**src/rtl/writeback_pkg.sv**
```systemverilog
// Shared types and constants for the LC-3 writeback stage and its register file.
package writeback_pkg;

  localparam int RF_DEPTH = 8;
  localparam int DATA_W   = 16;
  localparam int ADDR_W   = 3;

  // Result source select driven on W_Control.
  typedef enum logic [1:0] {
    WB_ALU = 2'd0,
    WB_MEM = 2'd1,
    WB_PC  = 2'd2,
    WB_NPC = 2'd3
  } wb_sel_e;

  // Condition codes, ordered {N,Z,P}.
  localparam logic [2:0] PSR_N = 3'b100;
  localparam logic [2:0] PSR_Z = 3'b010;
  localparam logic [2:0] PSR_P = 3'b001;

  // Condition code for a value being written back.
  function automatic logic [2:0] psr_of(input logic [DATA_W-1:0] data);
    if (data[DATA_W-1])   return PSR_N;
    else if (data == '0)  return PSR_Z;
    else                  return PSR_P;
  endfunction

endpackage

```
**src/rtl/lc3_regfile.sv**
```systemverilog
// 8x16 register file: two asynchronous read ports, one synchronous write port,
// synchronous active-low reset that loads every entry with RESET_VAL.
module lc3_regfile
  import writeback_pkg::*;
#(
  parameter logic [DATA_W-1:0] RESET_VAL = '0
) (
  input  logic              clock_i,
  input  logic              rst_n_i,
  input  logic              we_i,
  input  logic [ADDR_W-1:0] waddr_i,
  input  logic [DATA_W-1:0] wdata_i,
  input  logic [ADDR_W-1:0] raddr1_i,
  input  logic [ADDR_W-1:0] raddr2_i,
  output logic [DATA_W-1:0] rdata1_o,
  output logic [DATA_W-1:0] rdata2_o
);

  logic [DATA_W-1:0] rf_q [RF_DEPTH];
  logic [DATA_W-1:0] rf_d [RF_DEPTH];

  // Next-state: only the addressed entry changes, and only when written.
  always_comb begin
    for (int i = 0; i < RF_DEPTH; i++) begin
      rf_d[i] = rf_q[i];
    end
    if (we_i) begin
      rf_d[waddr_i] = wdata_i;
    end
  end

  // Storage update; reset wins over a simultaneous write.
  always_ff @(posedge clock_i) begin
    for (int i = 0; i < RF_DEPTH; i++) begin
      if (!rst_n_i) rf_q[i] <= RESET_VAL;
      else          rf_q[i] <= rf_d[i];
    end
  end

  assign rdata1_o = rf_q[raddr1_i];
  assign rdata2_o = rf_q[raddr2_i];

endmodule

```
**src/rtl/lc3_writeback.sv**
```systemverilog
// LC-3 writeback stage: selects the result, writes it into the register file,
// updates the {N,Z,P} condition codes and serves the two operand read ports.
// Optional same-cycle forwarding of the write data onto the read ports is
// compiled in when LC3_WRITEBACK_BYPASS_EN is defined.
module lc3_writeback
  import writeback_pkg::*;
#(
  parameter logic [DATA_W-1:0] REG_RESET_VAL = 16'h0000
) (
  input  logic              clock,
  input  logic              reset,
  input  logic              enable_writeback,
  input  logic [1:0]        W_Control,
  input  logic [DATA_W-1:0] aluout,
  input  logic [DATA_W-1:0] memout,
  input  logic [DATA_W-1:0] pcout,
  input  logic [DATA_W-1:0] npc,
  input  logic [ADDR_W-1:0] sr1,
  input  logic [ADDR_W-1:0] sr2,
  input  logic [ADDR_W-1:0] dr,
  output logic [DATA_W-1:0] VSR1,
  output logic [DATA_W-1:0] VSR2,
  output logic [2:0]        psr
);

  logic [DATA_W-1:0] dr_in;
  logic [DATA_W-1:0] rd1;
  logic [DATA_W-1:0] rd2;
  logic [2:0]        psr_q;
  logic [2:0]        psr_d;

  // Result source mux.
  always_comb begin
    dr_in = aluout;
    case (wb_sel_e'(W_Control))
      WB_ALU: dr_in = aluout;
      WB_MEM: dr_in = memout;
      WB_PC:  dr_in = pcout;
      WB_NPC: dr_in = npc;
      default: dr_in = aluout;
    endcase
  end

  lc3_regfile #(
    .RESET_VAL (REG_RESET_VAL)
  ) u_regfile (
    .clock_i  (clock),
    .rst_n_i  (reset),
    .we_i     (enable_writeback),
    .waddr_i  (dr),
    .wdata_i  (dr_in),
    .raddr1_i (sr1),
    .raddr2_i (sr2),
    .rdata1_o (rd1),
    .rdata2_o (rd2)
  );

  // Condition codes follow the value written; held when nothing is written.
  always_comb begin
    psr_d = psr_q;
    if (enable_writeback) psr_d = psr_of(dr_in);
  end

  // Condition code register with synchronous active-low reset.
  always_ff @(posedge clock) begin
    if (!reset) psr_q <= 3'b000;
    else        psr_q <= psr_d;
  end

  assign psr = psr_q;

`ifdef LC3_WRITEBACK_BYPASS_EN
  // Forward the in-flight write to a matching read port in the same cycle.
  always_comb begin
    VSR1 = rd1;
    VSR2 = rd2;
    if (enable_writeback && reset && (sr1 == dr)) VSR1 = dr_in;
    if (enable_writeback && reset && (sr2 == dr)) VSR2 = dr_in;
  end
`else
  // Plain write-then-read: a write shows up on the read ports the next cycle.
  always_comb begin
    VSR1 = rd1;
    VSR2 = rd2;
  end
`endif

endmodule

```
**config.mk**
```make
export PLATFORM = sky130hd
export DESIGN_NAME = lc3_writeback
export DESIGN_NICKNAME = d
export VERILOG_FILES = /design/src/rtl/writeback_pkg.sv /design/src/rtl/lc3_regfile.sv /design/src/rtl/lc3_writeback.sv
export SDC_FILE = /design/constraint.sdc
export NUM_CORES = 1
export LEC_CHECK = 0
export BUFFER_PORTS_ARGS = -buffer_cell sky130_fd_sc_hd__buf_2
export CAP_MARGIN = 5
export CELL_PAD_IN_SITES_DETAIL_PLACEMENT = 1
export CELL_PAD_IN_SITES_GLOBAL_PLACEMENT = 2
export CORE_MARGIN = 1
export CORE_UTILIZATION = 37
export DETAILED_ROUTE_END_ITERATION = 12
export PLACE_DENSITY = 0.85
export SETUP_SLACK_MARGIN = 0.1
export SYNTH_ARGS = -nofsm -noshare
export SYNTH_HDL_FRONTEND = slang
export SYNTH_HIERARCHICAL = 1
export SYNTH_SLANG_ARGS = --single-unit
```
**constraint.sdc**
```tcl
create_clock -name clock -period 2.3 [get_ports clock]
set_clock_uncertainty 0.15 [all_clocks]
set_input_delay 0.345 -clock clock [delete_from_list [all_inputs] [get_ports clock]]
set_output_delay 0.345 -clock clock [all_outputs]
set_load 0.005 [all_outputs]
```
## Word-level counts from Yosys, hierarchy flattened

Memory sizes are Yosys's and may differ from the RTL's.
Index checks and enable logic that the tools add are counted.
W data, S select, Z words.

- Bits of input ports: 78
- Bits in registers: 3
- Memories kept: 1
- Bits in latches: 0
- Output and inout port bits: 35
- Memory bits (writable): 128
- Memory bits (read-only): 0

- Bitwise logic cells: 9
- Div/mod/pow operators: 0
- Equality and inequality tests: 3
- $add $sub $neg: 0
- Order comparisons: 2
- Reduce and logical (&&, ||, !) cells: 3
- Multiplexer cells: 17
- Shift operators: 0
- $mul: 0

Memories:

| memory | words | width | rd ports | clocked after Yosys merged registers in | wr ports | line | source |
|---|---|---|---|---|---|---|---|
| u_regfile.rf_q | 8 | 16 | 10 | 0 | 8 | lc3_regfile.sv:19 | `logic [DATA_W-1:0] rf_q [RF_DEPTH];` |

Operators by type and width:

| kind | count |
|---|---|
| $mux W16 | 9 |
| $bwmux W128 | 1 |
| $mux W128 | 1 |
| $pmux W16 S4 | 1 |
| $demux W16 S3 | 1 |
| $logic_not A16 Y1 | 1 |
| $or A1 B1 Y1 | 8 |
| $eq A2 B2 Y1 const B | 2 |
| $ge A4 B4 Y1 const B | 1 |
| $lt A4 B1 Y1 const B | 1 |
| $not A3 Y4 | 1 |
| $mux W3 | 1 |
| $eq A2 B1 Y1 const B | 1 |
| $logic_not A2 Y1 | 1 |
| $mux W1 | 2 |
| $mux W2 | 1 |
| $logic_and A1 B1 Y1 | 1 |

## Longest topological paths before layout

- Word-level depth: 8
- Depth in mapped cells: 6

## Cells and area by module

The synthesis kept the hierarchy.

By module, submodules not included:

| module | area an instance (um2) | cells an instance | instances | seq. area each (um2) |
|---|---|---|---|---|
| lc3_regfile | 7181.9 | 705 | 1 | 2562.5 |
| lc3_writeback | 586.8 | 36 | 1 | 60.1 |

## Worst setup path before layout

No wires, ideal clock.

- Path kind: input port to flip-flop
- From: input W_Control[1]
- To: register psr_q[0] (netlist: psr[0])
- Setup time: 0.117 ns
- Cell stages on the path: 6
- Buffers on the path: 2
- Arrival: 1.862 ns
- Slack: 0.172 ns
- Cell sequence: clkbuf_1 clkbuf_1 mux4_2 nor4_2 nand4_1 a22o_1

- Cells in the longest elaborated chain, start to end: 5

Ends and longest elaborated chain:

| element | line | source |
|---|---|---|
| start: declaration | lc3_writeback.sv:13 | `input logic [1:0] W_Control,` |
| $eq A2 B2 Y1 (tied with other cells) | lc3_writeback.sv:35 | `case (wb_sel_e'(W_Control))` |
| $pmux W16 S4 (*) | lc3_writeback.sv:35 |  |
| net dr_in[11] | lc3_writeback.sv:26 | `logic [DATA_W-1:0] dr_in;` |
| $logic_not A16 Y1 (*) | writeback_pkg.sv:24 | `else if (data == '0) return PSR_Z;` |
| $mux W2 (*) | writeback_pkg.sv:24 |  |
| $mux W3 (*) | writeback_pkg.sv:23 | `if (data[DATA_W-1]) return PSR_N;` |
| end signal: assignment | lc3_writeback.sv:67 | `else psr_q <= psr_d;` |
| end: declaration | lc3_writeback.sv:29 | `logic [2:0] psr_q;` |

The timed path passes the listed nets; every way through them passes the cells marked *.
A chain may end at the register's enable or synchronous reset.

## Final worst setup path

- From: input sr2[0]
- To: output VSR2[10]

- Cells in the longest elaborated chain, start to end: 1

Ends and longest elaborated chain:

| element | line | source |
|---|---|---|
| start: declaration | lc3_writeback.sv:19 | `input logic [ADDR_W-1:0] sr2,` |
| $mem_v2 Z8 W16 | n/a |  |
| end: declaration | lc3_writeback.sv:22 | `output logic [DATA_W-1:0] VSR2,` |

No other way between the ends.

==> flow_summary_export.csv <==
group,metric,value,unit
global_routing,grt_first_pass_wirelength,39440,um
worst_setup_path,worst-endpoint-arrival,1.69,ns
worst_setup_path,reg2reg_setup_slack,1.41,ns
worst_setup_path,rr_worst_depth,2,
worst_setup_path,most_frequent_cp_cell,"sky130_fd_sc_hd__buf_2",
cells_and_area,final_layout_size_suffix_gt1_share,32.13,%
global_routing,grt_pass1_vias,6796,
cells_and_area,fillers,2336,
placed_design,gp_congestion,0.7624,
placed_design,dpl.hpwl,16660,um
die,num_rows,52,
die,die-height,146.9,um
detailed_routing,drt_drc_violations_left,0,
min_path,hold_path_depth,3,
timing,worstMarginPinSlew,0.5469,ns
pwr,ir_worst_vdd,0.5095,mV
detailed_routing,drt.antenna.violating_nets,0,
clocking,h-tree-depth,4,
cells_and_area,final-seq-area,0.002624,mm^2
detailed_routing,wl_per_cell,22.93,um
detailed_routing,avgViaCountPerCell,5.702,
timing,unrepaired_setup_endpoints_after_global_routing,"true",
worst_setup_path,worstSetupStartpointType,"input port",
cells_and_area,final_core_utilization,45.04,%
synth,yosys_register_bits,131,
global_routing,number_of_antenna_violations_at_the_first_check_in_global_routing,0,
timing,slew_headroom,63.54,%
worst_setup_path,path_class,"in -> out",
clocking,ctsRootBufferMaster,"sky130_fd_sc_hd__clkbuf_16",
placed_design,detailedPlace.worstSlack,-0.007290,ns
min_path,timing.hold.worst.class,"in -> reg",
worst_setup_path,worstPathCellList,"buf_2 > buf_12 > mux4_1 > mux2_2 > buf_2",
clocking,clock-sinks,131,
die,die_area,0.02158,mm^2
die,initial_core_utilization,38.03,%
synth,syn_nets,819,
worst_setup_path,critical_path.max_fanout,17,
clocking,cts_buffers,17,
worst_setup_path,critical-path-slowest-cell,"sky130_fd_sc_hd__mux4_1",
global_routing,maximum_number_of_pins_on_one_net_before_global_route_repair,41,
worst_setup_path,worst_ep_required_time,1.80,ns
die,die-width,146.9,um
global_routing,globalRoute.totalOverflow,0,
worst_setup_path,worst_setup_path_end_kind,"primary output",
run_status,outcome,"completed",
run,cap_violations,0,
timing,max_freq,0.4585,GHz
cells_and_area,final_cell_area,0.009201,mm^2
worst_setup_path,slowest_delay,0.57,ns
cells_and_area,multiInputGateArea,0.004523,mm^2
timing,postLayoutSetupSlackWorst,0.1190,ns
timing,hold_vio_cnt_final,0,
synth,sequential_to_total_area_share_from_yosys_stat,33.76,%
timing,final_setup_violation_count,0,
detailed_routing,drt_iter0_markers,406,
placed_design,placed_cell_area,0.008617,mm^2
synth,post_synth.cell_area_avg,10.48,um^2
clocking,cts.path.max_buffers,2,
timing,share_of_the_cycle_needed_by_the_critical_path_after_routing,94.83,%
synth,post_synth_num_cell_types,30,
placed_design,port-buffer-count,112,
pwr,power_density,638.0,mW/mm^2
die,io-pin-count,113,
detailed_routing,detailed_route_wl,25820,um
timing,timing.final.crit_period,2.181,ns
clocking,path_clk_slew,0.06,ns
cells_and_area,nNetsFinal,922,
synth,yosys_warnings,6,
timing,fin_hold_ws,0.2185,ns
global_routing,groute.usage.overall,24.65,%
cells_and_area,syn_to_final_growth,18.44,%
clocking,cts_tree,"done",
pwr,leakage,3.652,nW
synth,netlist_area,0.007769,mm^2
synth,synth_cells,741,
detailed_routing,route.vias.total,6421,
detailed_routing,drt_first_pass_iters,4,
clocking,worstSkewPairLatency,0.42,ns
die,design.core.area,0.02043,mm^2
timing,final_max_tran_viols,0,
cells_and_area,antennaDiodeCount,0,
clocking,post_cts_hold_buffer_count,0,
==> stage by stage <==
| step | TNS [ns] | power, mW | instances |
|---|---|---|---|
| floorplan | 0 | 2.892 | 741 |
| CTS | 0 | 5.883 | 1118 |
| global placement | 0 | 3.162 | 1087 |
| global route | 0 | 6.055 | 1126 |
| finish | 0 | 5.871 | 1126 |
| detailed placement | -0.007290 | 3.182 | 1087 |
==> state kept, by name, summed over array words and instances, names as in the netlist <==
signal and count:
psr 3, u_regfile/rf_q 128
==> worst paths after layout <==
path / startpoint / to
worst max-delay path: sr2[0] / VSR2[10]
worst min-delay path: enable_writeback / psr[1]
worst max register to register: u_regfile/rf_q[3][4] / u_regfile/rf_q[3][4]
worst min register to register: u_regfile/rf_q[3][13] / u_regfile/rf_q[3][13]
==> area by class of cell <==
type	count	area share [%]
Clock inverter	3	0.4351
Timing Repair Buffer	169	12.28
Clock buffer	28	5.942
Sequential cell	131	28.52
Multi-Input combinational cell	525	49.16
Tap cell	270	3.671
==> logic make-up (layout without fill, tap and decap cells) <==
| logic type | count (synthesis) | count (layout) | share of synthesized area, % |
|---|---|---|---|
| buffers and inverters | 85 | 200 | 7.151 |
| AOI/OAI and AO/OA | 130 | 130 | 12.58 |
| and+or+nand+nor | 282 | 282 | 15.51 |
| DFF | 131 | 131 | 33.76 |
| muxes | 113 | 113 | 31.00 |
==> critical path, delay by kind of cell <==
family / cells / cell delay (ns)
mux: 2 / 0.86
buf+inv: 3 / 0.47
==> Yosys cell counts <==
| library cell | count | area [um^2] |
|---|---|---|
| sky130_fd_sc_hd__mux4_2 | 17 | 382.9 |
| sky130_fd_sc_hd__and4b_1 | 3 | 30.03 |
| sky130_fd_sc_hd__nor4b_4 | 1 | 23.77 |
| sky130_fd_sc_hd__and4bb_2 | 3 | 37.54 |
| sky130_fd_sc_hd__nand4bb_1 | 3 | 33.78 |
| sky130_fd_sc_hd__nand2_1 | 258 | 968.4 |
| sky130_fd_sc_hd__o31ai_1 | 1 | 7.510 |
| sky130_fd_sc_hd__mux4_1 | 63 | 1655 |
| sky130_fd_sc_hd__clkbuf_2 | 2 | 10.01 |
| sky130_fd_sc_hd__mux2i_1 | 1 | 10.01 |
| sky130_fd_sc_hd__and4_1 | 1 | 8.760 |
| sky130_fd_sc_hd__a21boi_1 | 64 | 480.5 |
| sky130_fd_sc_hd__buf_2 | 22 | 110.1 |
| sky130_fd_sc_hd__a22o_1 | 1 | 8.760 |
| sky130_fd_sc_hd__or4b_1 | 1 | 10.01 |
| sky130_fd_sc_hd__buf_8 | 2 | 30.03 |
| sky130_fd_sc_hd__nor2b_1 | 2 | 12.51 |
| sky130_fd_sc_hd__buf_6 | 7 | 78.83 |
| sky130_fd_sc_hd__nor2_1 | 1 | 3.750 |
| sky130_fd_sc_hd__nand4_1 | 2 | 12.51 |
| sky130_fd_sc_hd__nor4_2 | 2 | 25.02 |
| sky130_fd_sc_hd__dfxtp_1 | 131 | 2623 |
| sky130_fd_sc_hd__buf_4 | 22 | 165.2 |
| sky130_fd_sc_hd__buf_1 | 1 | 3.750 |
| sky130_fd_sc_hd__nand4b_1 | 3 | 26.28 |
| sky130_fd_sc_hd__nor4_1 | 2 | 12.51 |
| sky130_fd_sc_hd__clkbuf_1 | 26 | 97.59 |
| sky130_fd_sc_hd__buf_12 | 3 | 60.06 |
| sky130_fd_sc_hd__a21boi_0 | 64 | 480.5 |
| sky130_fd_sc_hd__mux2_2 | 32 | 360.4 |
==> timing repair <==
action | in CTS | in global routing
setup endpoints to repair | 10 | 18
setup buffers | 0 | 8
resized for setup | 11 | 17
hold endpoints to repair | 0 | 0
==> metal layers <==
| metal | GRT usage [%] | part of all wire [%] | vias to the layer above |
|---|---|---|---|
| li1 | - | - | 2860 |
| met1 | 29.56 | 41 | 3311 |
| met2 | 45.09 | 53 | 209 |
| met3 | 3.509 | 4.0 | 41 |
| met4 | 8.041 | 2.4 | 0 |
| met5 | 0 | 0 | - |
==> power breakdown <==
group | leakage (nW) | internal [mW] | switching (mW) | total, mW
Clock | 0.293 | 1.71 | 1.00 | 2.71
Combinational | 2.30 | 0.377 | 0.409 | 0.786
Sequential | 1.06 | 2.33 | 0.0435 | 2.37
==> cell usage in the layout (no fill, tap or decap), types with 2 or more instances in the layout <==
master,netlist,final
sky130_fd_sc_hd__nand2_1,258,258
sky130_fd_sc_hd__dfxtp_1,131,130
sky130_fd_sc_hd__buf_2,22,112
sky130_fd_sc_hd__a21boi_1,64,64
sky130_fd_sc_hd__a21boi_0,64,64
sky130_fd_sc_hd__buf_4,22,45
sky130_fd_sc_hd__mux4_1,63,41
sky130_fd_sc_hd__mux4_2,17,39
sky130_fd_sc_hd__mux2_2,32,28
sky130_fd_sc_hd__clkbuf_16,0,17
sky130_fd_sc_hd__buf_12,3,11
sky130_fd_sc_hd__clkbuf_8,0,8
sky130_fd_sc_hd__mux2_4,0,4
sky130_fd_sc_hd__clkbuf_1,26,3
sky130_fd_sc_hd__and4bb_2,3,3
sky130_fd_sc_hd__nand4bb_1,3,3
sky130_fd_sc_hd__and4b_1,3,3
sky130_fd_sc_hd__nand4b_1,3,3
sky130_fd_sc_hd__nor4_2,2,2
sky130_fd_sc_hd__nor4_1,2,2
sky130_fd_sc_hd__nand4_1,2,2
sky130_fd_sc_hd__nor2b_1,2,2
sky130_fd_sc_hd__clkinv_2,0,2
(Power assumes the default switching activity.)
